[config.mk]
export PLATFORM = sky130hd
export DESIGN_NAME = rptr_empty_sync
export DESIGN_NICKNAME = d
export VERILOG_FILES = /design/src/rtl/rptr_empty_sync.sv
export SDC_FILE = /design/constraint.sdc
export NUM_CORES = 1
export LEC_CHECK = 0
export CAP_MARGIN = 10
export CELL_PAD_IN_SITES_DETAIL_PLACEMENT = 0
export CELL_PAD_IN_SITES_GLOBAL_PLACEMENT = 1
export CORE_UTILIZATION = 35
export CTS_CLUSTER_DIAMETER = 200
export CTS_CLUSTER_SIZE = 24
export DETAILED_ROUTE_END_ITERATION = 8
export PLACE_DENSITY = 0.75
export SYNTH_ARGS = -nofsm -noshare
export SYNTH_HDL_FRONTEND = slang
export SYNTH_SLANG_ARGS = --single-unit
[constraint.sdc]
create_clock -name rclk -period 3.25 [get_ports rclk]
set_clock_uncertainty 0.2 [all_clocks]
set_input_delay 0.65 -clock rclk [delete_from_list [all_inputs] [get_ports rclk]]
set_output_delay 0.65 -clock rclk [all_outputs]
set_load 0.005 [all_outputs]
[src/rtl/rptr_empty_sync.sv]
// -----------------------------------------------------------------------------
// rptr_empty_sync
//   Read-side controller of an asynchronous FIFO. Everything here runs in the
//   read clock domain.
//     * Brings the Gray-coded write pointer into rclk through a plain 2-FF chain.
//     * Keeps the binary and Gray read pointers and drives the RAM read address.
//     * Produces registered empty, almost-empty, occupancy and underflow flags.
//
// Parameters
//   ADDRSIZEL  FIFO address width; depth = 2**ADDRSIZEL; pointers are ADDRSIZEL+1
//   AEMPTY_TH  ralmost_empty asserts when occupancy <= AEMPTY_TH
//
// Ports
//   rclk          in   read clock
//   rrst_n        in   asynchronous active-low reset
//   rinc          in   read request; pops one entry when rempty==0
//   wptr          in   Gray write pointer from the write domain (asynchronous)
//   rptr          out  registered Gray read pointer, to the write-side sync
//   raddr         out  RAM read address (low bits of the binary read pointer)
//   rempty        out  FIFO empty, registered
//   ralmost_empty out  occupancy <= AEMPTY_TH, registered
//   rcount        out  occupancy as seen from the read domain, registered
//   runderflow    out  one-cycle pulse for a read request while empty
// -----------------------------------------------------------------------------
module rptr_empty_sync #(
   parameter int unsigned ADDRSIZEL = 4,
   parameter int unsigned AEMPTY_TH = 2
) (
   input  logic                 rclk,
   input  logic                 rrst_n,
   input  logic                 rinc,
   input  logic [ADDRSIZEL:0]   wptr,
   output logic [ADDRSIZEL:0]   rptr,
   output logic [ADDRSIZEL-1:0] raddr,
   output logic                 rempty,
   output logic                 ralmost_empty,
   output logic [ADDRSIZEL:0]   rcount,
   output logic                 runderflow
);

   localparam int unsigned PW = ADDRSIZEL + 1;
   localparam logic [PW-1:0] AE_TH = PW'(AEMPTY_TH);

   // --------------------------------------------------------------------------
   // Gray to binary: each binary bit is the XOR of all Gray bits at or above it.
   // --------------------------------------------------------------------------
   function automatic logic [PW-1:0] gray2bin(input logic [PW-1:0] g);
      logic [PW-1:0] b;
      b[PW-1] = g[PW-1];
      for (int i = PW - 2; i >= 0; i--) begin
         b[i] = b[i+1] ^ g[i];
      end
      return b;
   endfunction

   function automatic logic [PW-1:0] bin2gray(input logic [PW-1:0] b);
      return (b >> 1) ^ b;
   endfunction

   // --------------------------------------------------------------------------
   // State
   // --------------------------------------------------------------------------
   logic [PW-1:0] rq1_wptr_q, rq2_wptr_q;
   logic [PW-1:0] rbin_q,     rbin_d;
   logic [PW-1:0] rptr_q,     rptr_d;
   logic          rempty_q,   rempty_d;
   logic          raempty_q,  raempty_d;
   logic [PW-1:0] rcount_q,   rcount_d;
   logic          runder_q,   runder_d;

   // --------------------------------------------------------------------------
   // Write-pointer synchronizer. Kept free of any logic between the flops so
   // only a single Gray bit can be in flight at a time.
   // --------------------------------------------------------------------------
   always_ff @(posedge rclk or negedge rrst_n) begin
      if (!rrst_n) begin
         rq1_wptr_q <= '0;
         rq2_wptr_q <= '0;
      end else begin
         rq1_wptr_q <= wptr;
         rq2_wptr_q <= rq1_wptr_q;
      end
   end

   // --------------------------------------------------------------------------
   // Next-state logic
   // --------------------------------------------------------------------------
   logic          pop;
   logic [PW-1:0] wbin_s;
   logic [PW-1:0] occ;

   always_comb begin
      pop       = rinc & ~rempty_q;
      // A request while empty is dropped: the pointers simply hold.
      rbin_d    = rbin_q + {{(PW-1){1'b0}}, pop};
      rptr_d    = bin2gray(rbin_d);
      wbin_s    = gray2bin(rq2_wptr_q);
      // Modular difference covers pointer wrap; range is 0..2**ADDRSIZEL.
      occ       = wbin_s - rbin_d;
      // Empty is decided in Gray against the synchronized pointer only, so it
      // can be late (pessimistic) but never early.
      rempty_d  = (rptr_d == rq2_wptr_q);
      rcount_d  = occ;
      raempty_d = (occ <= AE_TH);
      runder_d  = rinc & rempty_q;
   end

   // --------------------------------------------------------------------------
   // Pointer and flag registers
   // --------------------------------------------------------------------------
   always_ff @(posedge rclk or negedge rrst_n) begin
      if (!rrst_n) begin
         rbin_q    <= '0;
         rptr_q    <= '0;
         rempty_q  <= 1'b1;
         raempty_q <= 1'b1;
         rcount_q  <= '0;
         runder_q  <= 1'b0;
      end else begin
         rbin_q    <= rbin_d;
         rptr_q    <= rptr_d;
         rempty_q  <= rempty_d;
         raempty_q <= raempty_d;
         rcount_q  <= rcount_d;
         runder_q  <= runder_d;
      end
   end

   // --------------------------------------------------------------------------
   // Outputs
   // --------------------------------------------------------------------------
   assign rptr          = rptr_q;
   assign raddr         = rbin_q[ADDRSIZEL-1:0];
   assign rempty        = rempty_q;
   assign ralmost_empty = raempty_q;
   assign rcount        = rcount_q;
   assign runderflow    = runder_q;

endmodule

=== Word-level counts from Yosys, hierarchy flattened ===
Cells that the tools add are included.

* Bits in registers: 28
* Bits in latches: 0
* Bits in writable memories: 0
* ROM bits: 0
* Input bits: 8
* Output and inout port bits: 17
* Memories: 0

* $add $sub $neg: 2
* $mul: 0
* Div/mod/pow operators: 0
* Magnitude comparators: 1
* Equality and inequality tests: 1
* Shift operators: 0
* Muxes and demuxes: 0
* Bitwise logic cells: 8
* Reduce and logical (&&, ||, !) cells: 0

{| class="wikitable"
|+ Operators with widths
! operator !! number
|-
| $add A5 B1 Y5 || 1
|-
| $eq A5 B5 Y1 || 1
|-
| $le A5 B2 Y1 const B || 1
|-
| $sub A5 B5 Y5 || 1
|-
| $xor A4 B5 Y5 || 1
|-
| $xor A1 B1 Y1 || 4
|-
| $and A1 B1 Y1 || 2
|-
| $not A1 Y1 || 1
|}

=== Longest topological paths before layout ===
Gate-level depths: netlist of run 1.

* Depth in word-level cells: 6
* Depth in mapped cells: 9
* Mapped depth without buffers: 9

=== Worst setup path after synthesis of run 1 ===
No wires, ideal clock.

* Kind: flip-flop to flip-flop
* From: register rq2_wptr_q[4]
* To: register raempty_q (netlist: ralmost_empty)
* Arrival: 2.500 ns
* Required time: 2.945 ns
* Setup slack: 0.445 ns
* Cell stages (with the launch flop): 10
* Buffers on the path: 0
* Cells stage by stage: dfrtp_1 -> xor3_2 -> xor2_1 -> xnor2_1 -> ha_1 -> inv_1 -> fa_1 -> a31oi_1 -> xnor2_1 -> a2111oi_2

* Longest elaborated chain between the ends: 6

{| class="wikitable"
|+ Ends and longest elaborated chain
! item !! line !! text
|-
| start: declaration || 63 || <nowiki>logic [PW-1:0] rq1_wptr_q, rq2_wptr_q;</nowiki>
|-
| start signal: assignment || 81 || <nowiki>rq2_wptr_q <= rq1_wptr_q;</nowiki>
|-
| $xor A1 B1 Y1 (4 in a row) || 51 || <nowiki>b[i] = b[i+1] ^ g[i];</nowiki>
|-
| $sub A5 B5 Y5 (*) || 99 || <nowiki>occ = wbin_s - rbin_d;</nowiki>
|-
| named net occ[4] || 90 || <nowiki>logic [PW-1:0] occ;</nowiki>
|-
| $le A5 B2 Y1 (*) || 104 || <nowiki>raempty_d = (occ <= AE_TH);</nowiki>
|-
| named net raempty_d || 67 || <nowiki>logic raempty_q, raempty_d;</nowiki>
|-
| end signal: assignment || 123 || <nowiki>raempty_q <= raempty_d;</nowiki>
|-
| end: declaration || 67 ||
|}

Mark *: on every way through the listed nets, which the timed path passes. The rest lies on a longest branch.

=== Worst setup path in the final report of run 1 ===
Ends and elaborated chain as after synthesis.

==> out/summary.txt, run 1 <==
outcome = finished, final reports clean
clock tree from TritonCTS = yes
Final Non-Filler Cells = 156
global-route usage over all layers = 12.3%
Root Buffer = clkbuf_4
post-route clock period utilization = 91.7%
Mapped Avg Cell Area = 14.3 sq um
min Tclk post-route = 2.98 ns
GRT overflow = 0
max frequency = 0.336 GHz
setup tns final = 0 ns
worst vdd ir = 0.000360 V
initial antenna violation count = 0
Crit path required time = 3.30 ns
Unique masters post-synth = 22
Routed Antenna Nets = 0
cts bufs inserted = 3
Pwr Total = 1.55 mW
via count = 664
Iter 0 DRT Violations = 17
CTS clk-pin slew, worst paths = 0.14 ns
Highest Signal Layer = met4
drc violations = 0
Initial Util = 37.3%
Sink Count = 27
Max FO, Critical Path = 3
hold buffers post-CTS = 0
hold path cells = 0
share of cells above drive strength 1 = 11.6%
WL final = 1780 microns
die height = 59.5 microns
post-CTS sizing = 0
Cells after DPL = 152
number of fill cells = 306
CP arrival = 3.02 ns
# nets final = 128
top cell type's share of synthesized area = 54.1%
DR WL met3 = 81 microns
Detailed Place HPWL = 1350 microns
R2R Setup Slk = 0.27 ns
Placer Congestion = 0.739
later-pin clock latency in the skew report = 0.33 ns
MaxCap Viol Count = 0
Layout area overhead = 29.9%
Pwr per Cell Area = 1030 nW/um^2
Leak = 0.667 nW
Worst setup SP type = register
cells after synthesis = 81
Final Hold Fails = 0
standard-cell rows = 20
maximum root-to-sink buffer count = 2
RR Startpoint = rq2_wptr_q[4]
n_diodes = 0
Util after Layout = 48.4%
Critical R2R Capture = ralmost_empty
Multi-input gate area = 440 sq um
CP endpoint kind = register
H-tree levels = 1
# port buffers = 24
Worst-Margin Slew = 0.473 ns
Min-Delay Startpoint = rq1_wptr_q[3]
Slew HR = 68.2%
register area share after synthesis = 58.7%
Pre-antenna DRT Iters = 4
Routed met1 length = 830 microns
largest net degree at the start of global routing = 28
Die W = 59.5 microns
cell area after synthesis = 1160 sq um
Routed met2 length = 835 microns
RSZ-0062 raised after global routing = false
Synth Warn # = 0
top post-synthesis cells by area = dfrtp_1, xnor2_1, ha_1
synthesized net count = 96
R2R depth = 9
Hold Path End = rq2_wptr_q[3]
Reg area = 678 sq um
final setup violation count = 0
Synth area leader = dfrtp_1
die area = 3540 sq um
wire length per cell = 11.4 microns
vias per cell = 4.26
Worst Path Class, Setup = register to register
vias in the first global route = 655
post-CTS setup buffer count = 0
# IOs = 25
Yosys reg bits = 27
Hold Crit Class = register to register
first-pass GRT wire length = 3060 microns
core box area = 3100 sq um
Slew Limit Fails = 0
layer usage:
| layer | track usage, % | up-vias |
|---|---|---|
| li1 | - | 324 |
| met1 | 16.3 | 316 |
| met2 | 18.9 | 21 |
| met3 | 1.97 | 3 |
| met4 | 7.14 | 0 |
| met5 | 0 | - |
through the flow:
stage / setup WS, ns / cell area [sq um] / hold WS, ns
floorplan: 0.445 / 1160 / 0.131
global placement: 0.0246 / 1470 / 0.134
detailed placement: 0.0197 / 1470 / 0.136
CTS: 0.231 / 1500 / 0.167
global route: 0.00902 / 1500 / 0.172
finish: 0.271 / 1500 / 0.165
synthesized netlist by cell type:
cell       instances
and4b_1            1
and3b_1            1
xnor2_1           15
a31oi_1            1
nor2b_1            2
xor2_1             6
a21o_1             2
nand2_1            1
inv_1              6
a21oi_1            2
xor3_1             1
xor3_2             1
dfrtp_1           25
nand4_1            1
and2_1             1
buf_4              2
ha_1               6
nand3_1            2
fa_1               1
a311oi_1           1
a2111oi_2          1
dfstp_2            2
state kept, by name, indices dropped and copies added (netlist names):
name           cells
rempty             1
rq1_wptr_q         5
rptr               4
rbin_q             5
rq2_wptr_q         5
runderflow         1
ralmost_empty      1
rcount             5
where the power goes:
group | switching (mW) | total (mW) | internal [mW]
sequential | 0.0757 | 0.535 | 0.459
combinational | 0.372 | 0.868 | 0.496
clock | 0.0985 | 0.145 | 0.0463
cell type report:
cell class | count | share of cell area (%)
Clock inverter | 1 | 0.333
Tap cell | 44 | 3.67
Clock buffer | 3 | 1.50
Inverter | 6 | 1.50
Multi-Input combinational cell | 46 | 29.3
Timing Repair Buffer | 29 | 18.5
Sequential cell | 27 | 45.2
cells by family (layout without fill, tap and decap cells):
kind of cell	count (synthesis)	in the layout	share of synthesized area (%)
buffers and inverters	8	39	3.25
xor gates and xnor gates	23	23	20.1
DFF	27	27	58.7
and+or+nand+nor	9	9	4.98
AOI/OAI and AO/OA	7	7	4.76
adders and majority gates	7	7	8.23
worst max-delay path, cell delays in order, from the launching register on:
cell	delay, ns
dfrtp_1	0.42
xor3_2	0.50
xor2_1	0.32
xnor2_1	0.17
ha_1	0.17
inv_1	0.06
fa_1	0.39
a31oi_1	0.21
xnor2_1	0.11
a2111oi_2	0.34
worst max-delay path by stage:
stage                   from            end  depth (start not counted)
3_5_place_dp            rinc  ralmost_empty                         10
4_1_cts        rq2_wptr_q[4]  ralmost_empty                          9
3_3_place_gp            rinc  ralmost_empty                         10
5_1_grt        rq2_wptr_q[4]  ralmost_empty                          9
6_report       rq2_wptr_q[4]  ralmost_empty                          9
2_1_floorplan  rq2_wptr_q[4]  ralmost_empty                          9
layout by cell type, fill, tap and decap left out, drive strengths merged:
| master | count |
|---|---|
| a311oi | 1 |
| dfrtp | 25 |
| nand3 | 2 |
| nand4 | 1 |
| xor3 | 2 |
| a21oi | 2 |
| ha | 6 |
| xnor2 | 15 |
| and4b | 1 |
| dfstp | 2 |
| clkdlybuf4s50 | 24 |
| a2111oi | 1 |
| clkinv | 1 |
| xor2 | 6 |
| and3b | 1 |
| fa | 1 |
| a21o | 2 |
| nand2 | 1 |
| and2 | 1 |
| inv | 6 |
| nor2b | 2 |
| buf | 5 |
| clkbuf | 3 |
| a31oi | 1 |
(Power assumes the default switching activity.)
==> inputs of run 2 (changes only) <==
CAP_MARGIN = 20   (was 10)
==> results of run 2 <==
No change in the layout: final DEF, timing and power equal those of run 1.
==> inputs of run 3 (changes only) <==
GPL_TIMING_DRIVEN = 0   (was unset)
PLACE_DENSITY = 0.77   (was 0.75)
==> run 3 against run 2 <==
Against the previous run:
- maximum frequency decreased by 1.5%
- first-iteration DRC count decreased by 18%
- utilization increased by 0.60 points
- worst hold slack got worse by 0.0030 ns
- count of clock-buffer cells in the layout increased by 1
- sequential share of layout area decreased by 0.56 points
- wire length decreased by 3.5%
- sequential power decreased by 4.3%
- die area unchanged
- power increased by 0.11%
==> out/summary.txt, run 3 (synthesis results as in run 1) <==
outcome = finished, final reports clean
Reg area = 678 sq um (unchanged)
Pint = 1.01 mW (+0.51%)
CP Launch Point = rinc
Comb pwr share = 58.0% (+1.9 points)
GRT overflow = 0 (unchanged)
first-pass GRT wire length = 2840 microns (-7.2%)
Pwr Total = 1.55 mW (+0.11%)
RR Startpoint = rq2_wptr_q[4]
initial antenna violation count = 0 (unchanged)
final setup violation count = 0 (unchanged)
Pre-antenna DRT Iters = 2 (-2)
Sink Count = 27 (unchanged)
max frequency = 0.331 GHz (-1.5%)
Switching Fraction = 35.0% (-0.25 points)
drc violations = 0 (unchanged)
vias per cell = 4.30 (+0.95%)
CP endpoint kind = register
cells along the critical path = clkdlybuf4s50_1, nor2b_2, ha_2, nand3_1, xor2_2, ha_1, a21o_1, a31oi_1, xnor2_1, a2111oi_2
Routed Antenna Nets = 0 (unchanged)
Slew HR = 61.0% (-7.2 points)
Hold Crit Class = register to register
via count = 666 (+0.30%)
share of cells above drive strength 1 = 13.5% (+1.9 points)
Iter 0 DRT Violations = 14 (-3)
later-pin clock latency in the skew report = 0.32 ns (about the same)
Detailed Place HPWL = 1360 microns (+0.32%)
die area = 3540 sq um (unchanged)
Worst Path Class, Setup = input port to register
Leak = 0.664 nW (-0.44%)
# port buffers = 24 (unchanged)
Final Non-Filler Cells = 155 (-0.64%)
WL final = 1720 microns (-3.5%)
CTS clk-pin slew, worst paths = 0.12 ns (-0.02 ns)
largest net degree at the start of global routing = 17 (-39%)
slowest CP cell = clkdlybuf4s50_1
Multi-input gate area = 460 sq um (+4.5%)
Die W = 59.5 microns (unchanged)
setup tns final = 0 ns (unchanged)
Root Buffer = clkbuf_4
worst vdd ir = 0.000487 V (+35%)
wire length per cell = 11.1 microns (-2.9%)
R2R depth = 9 (unchanged)
switching power = 0.543 mW (-0.61%)
clock tree from TritonCTS = yes
Final Hold Fails = 0 (unchanged)
final hold slack = 0.162 ns (-0.00298 ns)
Slew Limit Fails = 0 (unchanged)
Placer Congestion = 0.750 (+1.5%)
post-route cell area = 1520 sq um (+1.3%)
Crit path required time = 3.27 ns (-0.03 ns)
CP peak stage delay = 0.47 ns (-0.03 ns)
# nets final = 127 (-0.78%)
RSZ-0062 raised after global routing = false
Critical R2R Capture = ralmost_empty
Cells after DPL = 150 (-1.3%)
Min-Delay Startpoint = rq1_wptr_q[4]
Layout area overhead = 31.5%
core box area = 3100 sq um (unchanged)
number of fill cells = 308 (+0.65%)
Pwr per Cell Area = 1020 nW/um^2 (-1.1%)
vias in the first global route = 599 (-8.5%)
H-tree levels = 1 (unchanged)
maximum root-to-sink buffer count = 2 (unchanged)
cts bufs inserted = 3 (unchanged)
n_diodes = 0 (unchanged)
die height = 59.5 microns (unchanged)
Worst-Margin Slew = 0.582 ns (+0.109 ns)
MaxCap Viol Count = 0 (unchanged)
R2R Setup Slk = 0.33 ns (+0.06 ns)
# IOs = 25 (unchanged)
CP Capture Point = ralmost_empty
Clock power frac = 8.9% (-0.5 points)
commonest cells after routing, fill and taps aside = dfrtp_1, clkdlybuf4s50_1, xnor2_1
min Tclk post-route = 3.02 ns (+0.0445 ns)
Flop pwr share = 33.0% (-1.6 points)
commonest non-fill, non-tap cell in the layout = dfrtp_1
instance area after placement = 1470 sq um (-0.51%)
Initial Util = 37.3% (unchanged)
Worst setup SP type = input port
standard-cell rows = 20 (unchanged)
Max FO, Critical Path = 5 (+2)
global-route usage over all layers = 11.3% (-0.99 points)
CP arrival = 3.04 ns (+0.02 ns)
post-route clock period utilization = 93.0% (+1.4 points)
-- run 3: cell types whose count changed in the layout (fill, tap and decap cells not counted) --
| cell | delta |
|---|---|
| buf_4 | -2 |
| xor2_1 | -2 |
| xor2_2 | +2 |
| buf_8 | +1 |
| clkbuf_1 | +1 |
| clkinv_2 | -1 |
| ha_1 | -1 |
| ha_2 | +1 |
| nor2b_1 | -1 |
| nor2b_2 | +1 |
-- run 3: worst min path at each step --
stage | endpoint | cells after the start
after CTS | rq2_wptr_q[4] | 0
after global placement | rq2_wptr_q[2] | 0
final | rq2_wptr_q[4] | 0
after floorplan | rq2_wptr_q[0] | 0
after detailed placement | rq2_wptr_q[4] | 0
after global routing | rq2_wptr_q[3] | 0
-- run 3: area by class of cell --
| cell class | count | area share (%) |
|---|---|---|
| clock buffer | 4 | 1.73 |
| tap | 44 | 3.62 |
| buffer | 2 | 0.988 |
| timing repair buffer | 26 | 17.3 |
| sequential | 27 | 44.6 |
| multi-input combinational | 46 | 30.3 |
| inverter | 6 | 1.48 |
-- run 3: critical path, delay by kind of cell --
kind	cells	cell delay, ns
compound gates	3	0.71
xor+xnor	2	0.30
fa+ha+maj	2	0.60
buf+inv	1	0.47
simple gates	2	0.31
-- run 3: power groups by stage --
stage / Combinational, mW / Clock, mW / Sequential, mW
6_report: 0.900 / 0.138 / 0.512
4_1_cts: 0.892 / 0.146 / 0.512
3_5_place_dp: 0.890 / 0 / 0.520
2_1_floorplan: 0.566 / 0 / 0.528
5_1_grt: 1.01 / 0.157 / 0.527
3_3_place_gp: 0.883 / 0 / 0.514
-- run 3: through the flow --
| step | util (%) | setup WS (ns) |
|---|---|---|
| after floorplan | - | 0.445 |
| after global placement | 46.8 | -0.272 |
| after detailed placement | 47.3 | -0.317 |
| final | 49.0 | 0.226 |
| after CTS | 48.1 | 0.0126 |
| after global routing | 49.0 | 0.0111 |
-- run 3: layer usage --
layer  routed length, microns  global-route usage [%]
met5                        0                       0
met3                      109                    4.59
met1                      789                    14.6
met4                       13                    3.06
met2                      808                    17.3
-- run 3: timing repair --
action,4_1_cts,5_1_grt
setup buffers,0,1
setup endpoints to repair,0,1
hold buffers,0,0
gates resized for setup,0,4
